### config.mk
export PLATFORM = sky130hd
export DESIGN_NAME = tank_level_sim_flat
export DESIGN_NICKNAME = d
export VERILOG_FILES = /design/src/rtl/tank_pkg.sv /design/src/rtl/tank_level_sim_if.sv /design/src/rtl/tank_level_sim_tick_gen.sv /design/src/rtl/tank_level_sim.sv /design/src/flat_wrapper.sv
export SDC_FILE = /design/constraint.sdc
export NUM_CORES = 1
export LEC_CHECK = 0
export ABC_AREA = 0
export CAP_MARGIN = 20
export CORE_UTILIZATION = 45
export DETAILED_ROUTE_END_ITERATION = 8
export GPL_ROUTABILITY_DRIVEN = 0
export HOLD_SLACK_MARGIN = 0.08
export PLACE_DENSITY = 0.74
export SLEW_MARGIN = 20
export SYNTH_ARGS = -nofsm -noshare
export SYNTH_HDL_FRONTEND = slang
export SYNTH_SLANG_ARGS = --single-unit
### constraint.sdc
create_clock -name clk -period 5 [get_ports clk]
set_input_delay 1.5 -clock clk [delete_from_list [all_inputs] [get_ports clk]]
set_output_delay 1.5 -clock clk [all_outputs]
set_load 0.02 [all_outputs]
### src/rtl/tank_pkg.sv
// Shared constants for the reservoir plant model and the controller bench:
// fault-target encoding plus default rates and thresholds.
package tank_pkg;

   localparam logic [1:0] FLT_L    = 2'd0;
   localparam logic [1:0] FLT_M    = 2'd1;
   localparam logic [1:0] FLT_H    = 2'd2;
   localparam logic [1:0] FLT_NONE = 2'd3;

   localparam int unsigned DEF_LEVEL_W    = 8;
   localparam int unsigned DEF_MAX_LEVEL  = 200;
   localparam int unsigned DEF_INIT_LEVEL = 0;
   localparam int unsigned DEF_L_TH       = 20;
   localparam int unsigned DEF_M_TH       = 100;
   localparam int unsigned DEF_H_TH       = 180;
   localparam int unsigned DEF_TICK_DIV   = 4;
   localparam int unsigned DEF_FILL_RATE  = 5;
   localparam int unsigned DEF_BS_RATE    = 3;
   localparam int unsigned DEF_VS_RATE    = 1;

endpackage

### src/rtl/tank_level_sim_if.sv
// Valve commands, fault controls and sensor/status returns between the
// irrigation controller (master) and the reservoir plant model (slave).
interface tank_level_sim_if #(
   parameter int unsigned LEVEL_W = 8
);
   logic               Ve;
   logic               Bs;
   logic               Vs;
   logic               flt_en;
   logic [1:0]         flt_sel;
   logic               flt_val;
   logic               ovf_clr;
   logic               H;
   logic               M;
   logic               L;
   logic [LEVEL_W-1:0] level;
   logic               tick;
   logic               ovf;
   logic               dry;

   modport master (
      output Ve, Bs, Vs, flt_en, flt_sel, flt_val, ovf_clr,
      input  H, M, L, level, tick, ovf, dry
   );

   modport slave (
      input  Ve, Bs, Vs, flt_en, flt_sel, flt_val, ovf_clr,
      output H, M, L, level, tick, ovf, dry
   );

endinterface

### src/rtl/tank_level_sim_tick_gen.sv
// Integration prescaler: integ_c flags the edge that integrates the level,
// tick is its registered one-cycle strobe.
module tick_gen
   import tank_pkg::*;
#(
   parameter int unsigned TICK_DIV = DEF_TICK_DIV
) (
   input  logic clk,
   input  logic rst_n,
   output logic integ_c,
   output logic tick
);

   localparam int unsigned CNT_W = (TICK_DIV > 1) ? $clog2(TICK_DIV) : 1;

   logic [CNT_W-1:0] tick_cnt;

   assign integ_c = (tick_cnt == CNT_W'(TICK_DIV - 1));

   always_ff @(posedge clk) begin
      if (!rst_n) begin
         tick_cnt <= '0;
         tick     <= 1'b0;
      end else begin
         tick_cnt <= integ_c ? '0 : tick_cnt + CNT_W'(1);
         tick     <= integ_c;
      end
   end

endmodule

### src/rtl/tank_level_sim.sv
// Reservoir plant model: integrates valve commands into a saturating level
// and returns H/M/L sensor bits, with fault injection on the sensor stage.
module tank_level_sim
   import tank_pkg::*;
#(
   parameter int unsigned LEVEL_W    = DEF_LEVEL_W,
   parameter int unsigned MAX_LEVEL  = DEF_MAX_LEVEL,
   parameter int unsigned INIT_LEVEL = DEF_INIT_LEVEL,
   parameter int unsigned L_TH       = DEF_L_TH,
   parameter int unsigned M_TH       = DEF_M_TH,
   parameter int unsigned H_TH       = DEF_H_TH,
   parameter int unsigned TICK_DIV   = DEF_TICK_DIV,
   parameter int unsigned FILL_RATE  = DEF_FILL_RATE,
   parameter int unsigned BS_RATE    = DEF_BS_RATE,
   parameter int unsigned VS_RATE    = DEF_VS_RATE
) (
   input  logic             clk,
   input  logic             rst_n,
   tank_level_sim_if.slave  bus
);

   localparam int unsigned DW = LEVEL_W + 2;

   logic                integ_c;
   logic                tick_q;
   logic [LEVEL_W-1:0]  level_q;
   logic                ovf_q;
   logic                dry_q;
   logic                h_q, m_q, l_q;
   logic signed [DW-1:0] delta_c;
   logic signed [DW-1:0] next_c;
   logic [LEVEL_W-1:0]  level_nx_c;
   logic                ovf_set_c;
   logic                dry_set_c;
   logic                h_c, m_c, l_c;

   tick_gen #(.TICK_DIV(TICK_DIV)) u_tick_gen (
      .clk     (clk),
      .rst_n   (rst_n),
      .integ_c (integ_c),
      .tick    (tick_q)
   );

   // Net rate and clamped next level; two guard bits keep the sum exact.
   always_comb begin
      delta_c = '0;
      if (bus.Ve) delta_c = delta_c + DW'(FILL_RATE);
      if (bus.Bs) delta_c = delta_c - DW'(BS_RATE);
      if (bus.Vs) delta_c = delta_c - DW'(VS_RATE);
      next_c = $signed({2'b00, level_q}) + delta_c;
      if (next_c[DW-1])
         level_nx_c = '0;
      else if (next_c > $signed(DW'(MAX_LEVEL)))
         level_nx_c = LEVEL_W'(MAX_LEVEL);
      else
         level_nx_c = LEVEL_W'(next_c);
      ovf_set_c = integ_c & bus.Ve & (next_c > $signed(DW'(MAX_LEVEL)));
      dry_set_c = integ_c & (bus.Bs | bus.Vs) & next_c[DW-1];
   end

   // Sensor thresholds with the selected bit optionally forced.
   always_comb begin
      l_c = (level_q >= LEVEL_W'(L_TH));
      m_c = (level_q >= LEVEL_W'(M_TH));
      h_c = (level_q >= LEVEL_W'(H_TH));
      if (bus.flt_en) begin
         case (bus.flt_sel)
            FLT_L:   l_c = bus.flt_val;
            FLT_M:   m_c = bus.flt_val;
            FLT_H:   h_c = bus.flt_val;
            default: ;
         endcase
      end
   end

   always_ff @(posedge clk) begin
      if (!rst_n) begin
         level_q <= LEVEL_W'(INIT_LEVEL);
         ovf_q   <= 1'b0;
         dry_q   <= 1'b0;
         h_q     <= 1'b0;
         m_q     <= 1'b0;
         l_q     <= 1'b0;
      end else begin
         if (integ_c) level_q <= level_nx_c;
         // A set on the same edge as a clear takes priority.
         ovf_q <= ovf_set_c | (ovf_q & ~bus.ovf_clr);
         dry_q <= dry_set_c | (dry_q & ~bus.ovf_clr);
         h_q   <= h_c;
         m_q   <= m_c;
         l_q   <= l_c;
      end
   end

   assign bus.level = level_q;
   assign bus.tick  = tick_q;
   assign bus.ovf   = ovf_q;
   assign bus.dry   = dry_q;
   assign bus.H     = h_q;
   assign bus.M     = m_q;
   assign bus.L     = l_q;

   param_legal_a: assert property (@(posedge clk)
      (L_TH <= M_TH) && (M_TH <= H_TH) && (H_TH <= MAX_LEVEL) &&
      (MAX_LEVEL < (2 ** LEVEL_W)) && (INIT_LEVEL <= MAX_LEVEL) && (TICK_DIV >= 1))
      else $error("tank_level_sim: illegal parameter set");

endmodule

### src/flat_wrapper.sv
// flat-port wrapper written by rule: the top's interface ports become plain ports
module tank_level_sim_flat import tank_pkg::*;
#(
   parameter int unsigned LEVEL_W    = DEF_LEVEL_W,
   parameter int unsigned MAX_LEVEL  = DEF_MAX_LEVEL,
   parameter int unsigned INIT_LEVEL = DEF_INIT_LEVEL,
   parameter int unsigned L_TH       = DEF_L_TH,
   parameter int unsigned M_TH       = DEF_M_TH,
   parameter int unsigned H_TH       = DEF_H_TH,
   parameter int unsigned TICK_DIV   = DEF_TICK_DIV,
   parameter int unsigned FILL_RATE  = DEF_FILL_RATE,
   parameter int unsigned BS_RATE    = DEF_BS_RATE,
   parameter int unsigned VS_RATE    = DEF_VS_RATE
)
  (clk, rst_n, bus_Ve, bus_Bs, bus_Vs, bus_flt_en, bus_flt_sel, bus_flt_val, bus_ovf_clr, bus_H, bus_M, bus_L, bus_level, bus_tick, bus_ovf, bus_dry);
  tank_level_sim_if #(.LEVEL_W(LEVEL_W)) bus_i ();
  input  logic clk;
  input  logic rst_n;
  input wire logic [$bits(bus_i.Ve)-1:0] bus_Ve;
  input wire logic [$bits(bus_i.Bs)-1:0] bus_Bs;
  input wire logic [$bits(bus_i.Vs)-1:0] bus_Vs;
  input wire logic [$bits(bus_i.flt_en)-1:0] bus_flt_en;
  input wire logic [$bits(bus_i.flt_sel)-1:0] bus_flt_sel;
  input wire logic [$bits(bus_i.flt_val)-1:0] bus_flt_val;
  input wire logic [$bits(bus_i.ovf_clr)-1:0] bus_ovf_clr;
  output wire logic [$bits(bus_i.H)-1:0] bus_H;
  output wire logic [$bits(bus_i.M)-1:0] bus_M;
  output wire logic [$bits(bus_i.L)-1:0] bus_L;
  output wire logic [$bits(bus_i.level)-1:0] bus_level;
  output wire logic [$bits(bus_i.tick)-1:0] bus_tick;
  output wire logic [$bits(bus_i.ovf)-1:0] bus_ovf;
  output wire logic [$bits(bus_i.dry)-1:0] bus_dry;
  assign bus_i.Ve = bus_Ve;
  assign bus_i.Bs = bus_Bs;
  assign bus_i.Vs = bus_Vs;
  assign bus_i.flt_en = bus_flt_en;
  assign bus_i.flt_sel = bus_flt_sel;
  assign bus_i.flt_val = bus_flt_val;
  assign bus_i.ovf_clr = bus_ovf_clr;
  assign bus_H = bus_i.H;
  assign bus_M = bus_i.M;
  assign bus_L = bus_i.L;
  assign bus_level = bus_i.level;
  assign bus_tick = bus_i.tick;
  assign bus_ovf = bus_i.ovf;
  assign bus_dry = bus_i.dry;
  tank_level_sim #(.LEVEL_W(LEVEL_W), .MAX_LEVEL(MAX_LEVEL), .INIT_LEVEL(INIT_LEVEL), .L_TH(L_TH), .M_TH(M_TH), .H_TH(H_TH), .TICK_DIV(TICK_DIV), .FILL_RATE(FILL_RATE), .BS_RATE(BS_RATE), .VS_RATE(VS_RATE)) u_core (.clk(clk), .rst_n(rst_n), .bus(bus_i));
endmodule
==> results of run 1 <==
[cells in the final DEF (no fill, tap or decap), types with 2 or more instances in the layout]
| cell type | n |
|---|---|
| mux2i_1 | 2 |
| o21ai_0 | 6 |
| xor2_1 | 3 |
| nor2_1 | 8 |
| nor2b_1 | 4 |
| a32o_1 | 5 |
| a21boi_0 | 2 |
| a211oi_1 | 2 |
| nand2b_1 | 4 |
| a21o_1 | 3 |
| a21oi_1 | 5 |
| dfxtp_1 | 16 |
| xnor2_1 | 3 |
| clkdlybuf4s50_1 | 23 |
| nand3b_1 | 3 |
| o21ai_1 | 2 |
| nand4b_1 | 2 |
| inv_1 | 13 |
| nand3_1 | 3 |
| nor3_1 | 3 |
| buf_4 | 5 |
| clkbuf_4 | 3 |
| ha_1 | 14 |
| o211a_1 | 2 |
| o211ai_1 | 3 |
| a22o_1 | 2 |
| nand2_1 | 4 |
| and2_1 | 3 |
[area by class of cell]
class / count / area share
Clock buffer: 4 / 0.02307
Inverter: 13 / 0.03103
Multi-Input combinational cell: 108 / 0.5481
Sequential cell: 16 / 0.2037
Tap cell: 30 / 0.02387
Timing Repair Buffer: 28 / 0.1702
[state kept, by name, indices dropped and copies added (netlist names)]
| name | count |
|---|---|
| u_core.u_tick_gen.tick_cnt | 2 |
| u_core.bus.L | 1 |
| u_core.bus.M | 1 |
| u_core.bus.ovf | 1 |
| u_core.bus.H | 1 |
| u_core.bus.dry | 1 |
| u_core.bus.level | 8 |
| u_core.u_tick_gen.tick | 1 |
[worst min path at each step]
stage / start / end
2_1_floorplan: u_core.u_tick_gen.tick_cnt[0]$_SDFF_PP0_ / u_core.u_tick_gen.tick_cnt[0]$_SDFF_PP0_
3_3_place_gp: u_core.u_tick_gen.tick_cnt[0]$_SDFF_PP0_ / u_core.u_tick_gen.tick_cnt[0]$_SDFF_PP0_
3_5_place_dp: u_core.u_tick_gen.tick_cnt[0]$_SDFF_PP0_ / u_core.u_tick_gen.tick_cnt[0]$_SDFF_PP0_
4_1_cts: u_core.u_tick_gen.tick_cnt[0]$_SDFF_PP0_ / u_core.u_tick_gen.tick_cnt[0]$_SDFF_PP0_
5_1_grt: u_core.u_tick_gen.tick_cnt[0]$_SDFF_PP0_ / u_core.u_tick_gen.tick_cnt[0]$_SDFF_PP0_
6_report: u_core.u_tick_gen.tick_cnt[0]$_SDFF_PP0_ / u_core.u_tick_gen.tick_cnt[0]$_SDFF_PP0_
[power by group through the flow]
stage	Sequential, mW	Combinational [mW]	Clock (mW)
4_1_cts	0.137	0.0966	0.0869
3_5_place_dp	0.140	0.0960	0
5_1_grt	0.137	0.107	0.0926
2_1_floorplan	0.142	0.0647	0
3_3_place_gp	0.139	0.0933	0
6_report	0.136	0.0969	0.0837
[worst register-to-register path, stage by stage (launching register included)]
cell	delay [ps]
dfxtp_1	370
ha_1	180
inv_1	60
fa_1	400
nand2b_1	200
a2111oi_0	410
a211oi_1	120
a311o_1	360
and3_4	180
a32o_1	260
[logic make-up (layout without fill, tap and decap cells)]
group	count (synthesis)	count (layout)	share of synthesized area
adder cells (fa/ha/maj)	15	15	0.1555
buffers and inverters	17	45	0.05783
flip-flops	16	16	0.2552
AND/OR/NAND/NOR	39	39	0.1834
XOR/XNOR	6	6	0.04188
AO/OA/AOI/OAI	45	45	0.2812
multiplexers	3	3	0.02493
[metal layers]
metal,global-route usage,share of wire,up-vias
li1,-,-,578
met1,0.2708,0.46,546
met2,0.3594,0.48,32
met3,0.06111,0.049,4
met4,0.07692,0.011,0
met5,0,0,-
==> metrics.md, run 1 <==
| Metric | Value |
|---|---|
| Outcome | `finished clean` |
| Leak Pwr | `0.6586 nW` |
| Slew @ Worst Pin | `731.0 ps` |
| Post-DP HPWL | `2232 um` |
| Final core utilization | `0.6180` |
| Largest net degree at the start of global routing | `11` |
| Placement Setup Slack | `-16.70 ps` |
| Post-route ant nets | `0` |
| Worst endpoint required time | `5180 ps` |
| Clock latency on the worst-skew pair | `280 ps` |
| Syn avg cell area | `8.900 um^2` |
| Final slew viol count | `0` |
| Sw Ratio | `0.2994` |
| Iter 0 DRT Violations | `16` |
| Net count, final | `195` |
| Number of port buffers | `23` |
| Post-Place Cells | `195` |
| WP depth | `11` |
| Vias in the first global route | `1,124` |
| Worst hold path class | `flip-flop to flip-flop` |
| Top-count cell post-synth | `dfxtp_1` |
| Seq. cell area | `320.3 um^2` |
| Core area | `2545 um^2` |
| Row cnt | `18` |
| Synth top area share | `0.2552` |
| Filler instances | `221` |
| Synthesized Nets | `166` |
| Cts hold-fix bufs | `0` |
| Worst path max stage delay | `580 ps` |
| Reg2reg end | `u_core.bus.level[0]$_SDFFE_PN0P_` |
| Clock Sinks | `16` |
| Worst-path clk slew | `90 ps` |
| Clock power share | `0.264` |
| Synth Cell Area | `1255 um^2` |
| Critical-path top delay cell | `a21oi_1` |
| Clock Skew | `3.644 ps` |
| Internal Power | `0.2221 mW` |
| Post-synth top area cell | `dfxtp_1` |
| Initial antenna violation count | `0` |
| GRT overflow | `0` |
| Crit-path cells | `clkdlybuf4s50_1 -> ha_1 -> nor2_1 -> a21oi_1 -> ha_1 -> a21oi_2 -> o211ai_2 -> and2_4 -> or4_4 -> and3_4 -> a32o_1` |
| Drt first pass iters | `6` |
| Post-Layout Cell Count | `199` |
| Dpl cell area | `1536 um^2` |
| Worst Path Buf+Inv | `1` |
| CP dominant cell by count | `ha_1` |
| Startpoint types | `input port` |
| CTS tree | `yes` |
| Async set-reset flop share out of synthesis | `0` |
| Tot Pwr | `0.3169 mW` |
| Number of flops mapped to enable cells by yosys | `0` |
| Synth cell count leaders | `dfxtp_1, ha_1, inv_1, nor2_1, o21ai_0` |
| Logic pwr share | `0.306` |
| Final setup TNS | `0 ps` |
| Achievable Freq | `210.6 MHz` |
| Post-synthesis sequential area ratio | `0.2552` |
| Reg2Reg Depth | `9` |
| N_diodes | `0` |
| Critical Path Sink | `u_core.bus.level[0]$_SDFFE_PN0P_` |
| Max Cap Viol | `0` |
| Yosys cell types | `48` |
| Final WL | `2835 um` |
| Path type of the worst setup path | `input port to flip-flop` |
| Post-synth top flop | `dfxtp_1` |
| VDD IR-drop max | `194.6 uV` |
| # IOs | `24` |
| CP Max Fanout | `8` |
| Postcts setup bufs | `0` |
| Minimum clock period | `4749 ps` |
| Resized Gates After CTS | `0` |
| Worst slew margin | `0.5127` |
| CTS Root Cell | `clkbuf_4` |
| Ratio of cells with drive above 1 in the final layout | `0.1006` |
| Area grow syn2layout | `25.32%` |
| RSZ-0062 raised after global routing | `false` |
| Synth top area cells | `dfxtp_1, ha_1, a32o_1, inv_1, o21ai_0` |
| CP Capture Type | `flip-flop` |
| Period utilization | `0.9497` |
| First-pass GRT wire length | `4740 um` |
| Final Hold Slack | `449.4 ps` |
| Crit path DAT | `4930 ps` |
| Reg2Reg Launch Point | `u_core.bus.level[0]$_SDFFE_PN0P_` |
| Via count | `1,160` |
| Final Hold Fails | `0` |
| Design Area, Final | `1573 um^2` |
| Hold depth | `1` |
| Via/cell ratio | `5.829` |
| Yosys warning total | `0` |
| Die height | `54.81 um` |
| Tot GR Track Use | `0.2193` |
| Top delay family on crit path | `compound AO/OA/AOI/OAI gates` |
| Power share of the sequential group | `0.430` |
| Power Dens Cells | `201.5 nW/um^2` |
| NetSw | `0.09489 mW` |
| #FFs+latches synth | `16` |
| Synthesized instance count | `141` |
| R2R Setup Slk | `2370 ps` |
| Starting Density | `0.4931` |
| Multi-input logic area | `862.1 um^2` |
| Die ar. | `3004 um^2` |
| Crit. Startpoint | `bus_Bs` |
| Finish-stage setup viols | `0` |
| Max Buffers Root-to-Sink | `2` |
| CTS Buf Count | `3` |
| Drt wl/cell | `14.25 um` |
| H-tree depth | `1` |
| Drc violations | `0` |
| Die W | `54.81 um` |
| Post-route setup slack | `251.5 ps` |
No activity file was read; power rests on OpenSTA's default activity.
==> run 2, diff against run 1 <==
--- a/config.mk
+++ b/config.mk
@@ -12,7 +12,6 @@
 export GPL_ROUTABILITY_DRIVEN = 0
 export HOLD_SLACK_MARGIN = 0.08
 export PLACE_DENSITY = 0.74
-export SLEW_MARGIN = 20
 export SYNTH_ARGS = -nofsm -noshare
 export SYNTH_HDL_FRONTEND = slang
 export SYNTH_SLANG_ARGS = --single-unit
==> results of run 2 <==
Same layout as run 1: the final DEF is identical, and so are final timing and power.
==> run 3, diff against run 2 <==
--- a/config.mk
+++ b/config.mk
@@ -7,11 +7,11 @@
 export LEC_CHECK = 0
 export ABC_AREA = 0
 export CAP_MARGIN = 20
-export CORE_UTILIZATION = 45
+export CORE_UTILIZATION = 30
 export DETAILED_ROUTE_END_ITERATION = 8
 export GPL_ROUTABILITY_DRIVEN = 0
 export HOLD_SLACK_MARGIN = 0.08
-export PLACE_DENSITY = 0.74
+export PLACE_DENSITY = 0.54
 export SYNTH_ARGS = -nofsm -noshare
 export SYNTH_HDL_FRONTEND = slang
 export SYNTH_SLANG_ARGS = --single-unit
==> metrics.md, run 3 (synthesized netlist as in run 1, its figures left out) <==
| Metric | Value |
|---|---|
| Outcome | `finished clean (unchanged)` |
| Via/cell ratio | `5.341 (was 5.829)` |
| Met3 GRT Util | `0.03938 (was 0.06111)` |
| Path type of the worst setup path | `input port to flip-flop (unchanged)` |
| Worst hold path class | `flip-flop to flip-flop (unchanged)` |
| Post-route setup slack | `284.0 ps (was 251.5 ps)` |
| Net count, final | `196 (was 195)` |
| Ratio of cells with drive above 1 in the final layout | `0.1059 (was 0.1006)` |
| Drc violations | `0 (unchanged)` |
| Power share of the sequential group | `0.391 (was 0.430)` |
| Achievable Freq | `212.0 MHz (was 210.6 MHz)` |
| GRT busiest layer | `met2 (unchanged)` |
| Most common cell after layout, fill and taps aside | `clkdlybuf4s50_1 (unchanged)` |
| Iter 0 DRT Violations | `30 (was 16)` |
| Largest net degree at the start of global routing | `11 (unchanged)` |
| Final setup TNS | `0 ps (unchanged)` |
| N_diodes | `0 (unchanged)` |
| Logic pwr share | `0.282 (was 0.306)` |
| VDD IR-drop max | `149.6 uV (was 194.6 uV)` |
| Power Dens Cells | `215.0 nW/um^2 (was 201.5 nW/um^2)` |
| CP Max Fanout | `8 (unchanged)` |
| Post-route ant nets | `0 (unchanged)` |
| GRT overflow | `0 (unchanged)` |
| First-pass GRT wire length | `5037 um (was 4740 um)` |
| Vias in the first global route | `1,135 (was 1,124)` |
| Final slew viol count | `0 (unchanged)` |
| Final Hold Fails | `0 (unchanged)` |
| H-tree depth | `1 (unchanged)` |
| CP Capture Type | `flip-flop (unchanged)` |
| Critical-path top delay cell | `a21oi_1 (unchanged)` |
| GRT met2 Usage | `0.2715 (was 0.3594)` |
| Finish-stage setup viols | `0 (unchanged)` |
| Post-Layout Cell Count | `220 (was 199)` |
| NetSw | `0.1007 mW (was 0.09489 mW)` |
| Die W | `66.68 um (was 54.81 um)` |
| Worst-path clk slew | `60 ps (was 90 ps)` |
| Core area | `4000 um^2 (was 2545 um^2)` |
| Design Area, Final | `1624 um^2 (was 1573 um^2)` |
| Global-route track usage on met1 | `0.1709 (was 0.2708)` |
| Final Hold Slack | `419.9 ps (was 449.4 ps)` |
| Clock Skew | `0.9897 ps (was 3.644 ps)` |
| Dpl cell area | `1569 um^2 (was 1536 um^2)` |
| CP dominant cell by count | `ha_1 (unchanged)` |
| CTS Root Cell | `clkbuf_8 (was clkbuf_4)` |
| Clock latency on the worst-skew pair | `250 ps (was 280 ps)` |
| Postcts setup bufs | `0 (unchanged)` |
| Die ar. | `4446 um^2 (was 3004 um^2)` |
| Final core utilization | `0.4060 (was 0.6180)` |
| Tot Pwr | `0.3492 mW (was 0.3169 mW)` |
| Final WL | `3011 um (was 2835 um)` |
| Clock power share | `0.327 (was 0.264)` |
| Worst slew margin | `0.5000 (was 0.5127)` |
| Internal Power | `0.2485 mW (was 0.2221 mW)` |
| Via count | `1,175 (was 1,160)` |
| Slew @ Worst Pin | `750.0 ps (was 731.0 ps)` |
| Leak Pwr | `0.6712 nW (was 0.6586 nW)` |
| Cts hold-fix bufs | `0 (unchanged)` |
| Post-DP HPWL | `2369 um (was 2232 um)` |
| Placement Setup Slack | `45.96 ps (was -16.70 ps)` |
| CTS Buf Count | `3 (unchanged)` |
| Max Buffers Root-to-Sink | `2 (unchanged)` |
| Max Cap Viol | `0 (unchanged)` |
| Post-Place Cells | `216 (was 195)` |
| Resized Gates After CTS | `0 (unchanged)` |
| Sw Ratio | `0.2884 (was 0.2994)` |
| Minimum clock period | `4716 ps (was 4749 ps)` |
| Initial antenna violation count | `0 (unchanged)` |
| Clock Sinks | `16 (unchanged)` |
| Area grow syn2layout | `29.41% (was 25.32%)` |
| Crit path DAT | `4860 ps (was 4930 ps)` |
| Tot GR Track Use | `0.1474 (was 0.2193)` |
| Starting Density | `0.3137 (was 0.4931)` |
| Number of port buffers | `23 (unchanged)` |
| RSZ-0062 raised after global routing | `false (unchanged)` |
| Drt wl/cell | `13.69 um (was 14.25 um)` |
| Most frequent cells in the layout | `clkdlybuf4s50_1, dfxtp_1, ha_1 (unchanged)` |
| Drt first pass iters | `4 (was 6)` |
| Period utilization | `0.9432 (was 0.9497)` |
| Row cnt | `23 (was 18)` |
| # IOs | `24 (unchanged)` |
| CTS tree | `yes (unchanged)` |
| Startpoint types | `input port (unchanged)` |
| Max reg flops | `8 (unchanged)` |
| Worst endpoint required time | `5140 ps (was 5180 ps)` |
| Worst path max stage delay | `590 ps (was 580 ps)` |
| Die height | `66.68 um (was 54.81 um)` |
| Crit-path cells | `clkdlybuf4s50_1 -> ha_1 -> nor2_1 -> a21oi_1 -> ha_1 -> a21oi_2 -> o211ai_2 -> and2_4 -> or4_4 -> and3_4 -> a32o_1 (unchanged)` |
## run 3: cell count changes in the layout (fill, tap and decap cells not counted)
cell	delta
buf_4	+1
clkbuf_4	-3
clkbuf_8	+3
## run 3: path summary, 6_finish.rpt
kind                                       startpoint                                       end  slack (ps)  cells after the start
max reg2reg          u_core.bus.level[0]$_SDFFE_PN0P_          u_core.bus.level[1]$_SDFFE_PN0P_        2330                      9
min reg2reg  u_core.u_tick_gen.tick_cnt[0]$_SDFF_PP0_  u_core.u_tick_gen.tick_cnt[0]$_SDFF_PP0_         420                      1
max                                            bus_Bs          u_core.bus.level[1]$_SDFFE_PN0P_         280                     11
min          u_core.u_tick_gen.tick_cnt[0]$_SDFF_PP0_  u_core.u_tick_gen.tick_cnt[0]$_SDFF_PP0_         420                      1
## run 3: power groups by stage
| stage | combinational, mW | clock (mW) | sequential (mW) |
|---|---|---|---|
| after floorplan | 0.0647 | 0 | 0.142 |
| after global placement | 0.0965 | 0 | 0.139 |
| after detailed placement | 0.0977 | 0 | 0.140 |
| after CTS | 0.0986 | 0.118 | 0.137 |
| after global routing | 0.108 | 0.125 | 0.137 |
| final | 0.0985 | 0.114 | 0.137 |
## run 3: final cells by class
type / count / area (um^2)
clock buffers: 4 / 55.05
fillers: 414 / 2376
repair buffers: 29 / 275.3
well taps: 50 / 62.56
inverters: 13 / 48.80
flip-flops and latches: 16 / 320.3
multi-input cells: 108 / 862.1
## run 3: per-layer routing
layer | routed length (um) | vias to the layer above
li1 | - | 586
met1 | 1384 | 565
met2 | 1485 | 22
met3 | 126 | 2
met4 | 14 | 0
met5 | 0 | -
## run 3: worst max-delay path, delay by kind of cell
family          cells  cell delay, ps
compound gates      4            1290
simple gates        4             940
fa+ha+maj           2             580
buf+inv             1             560
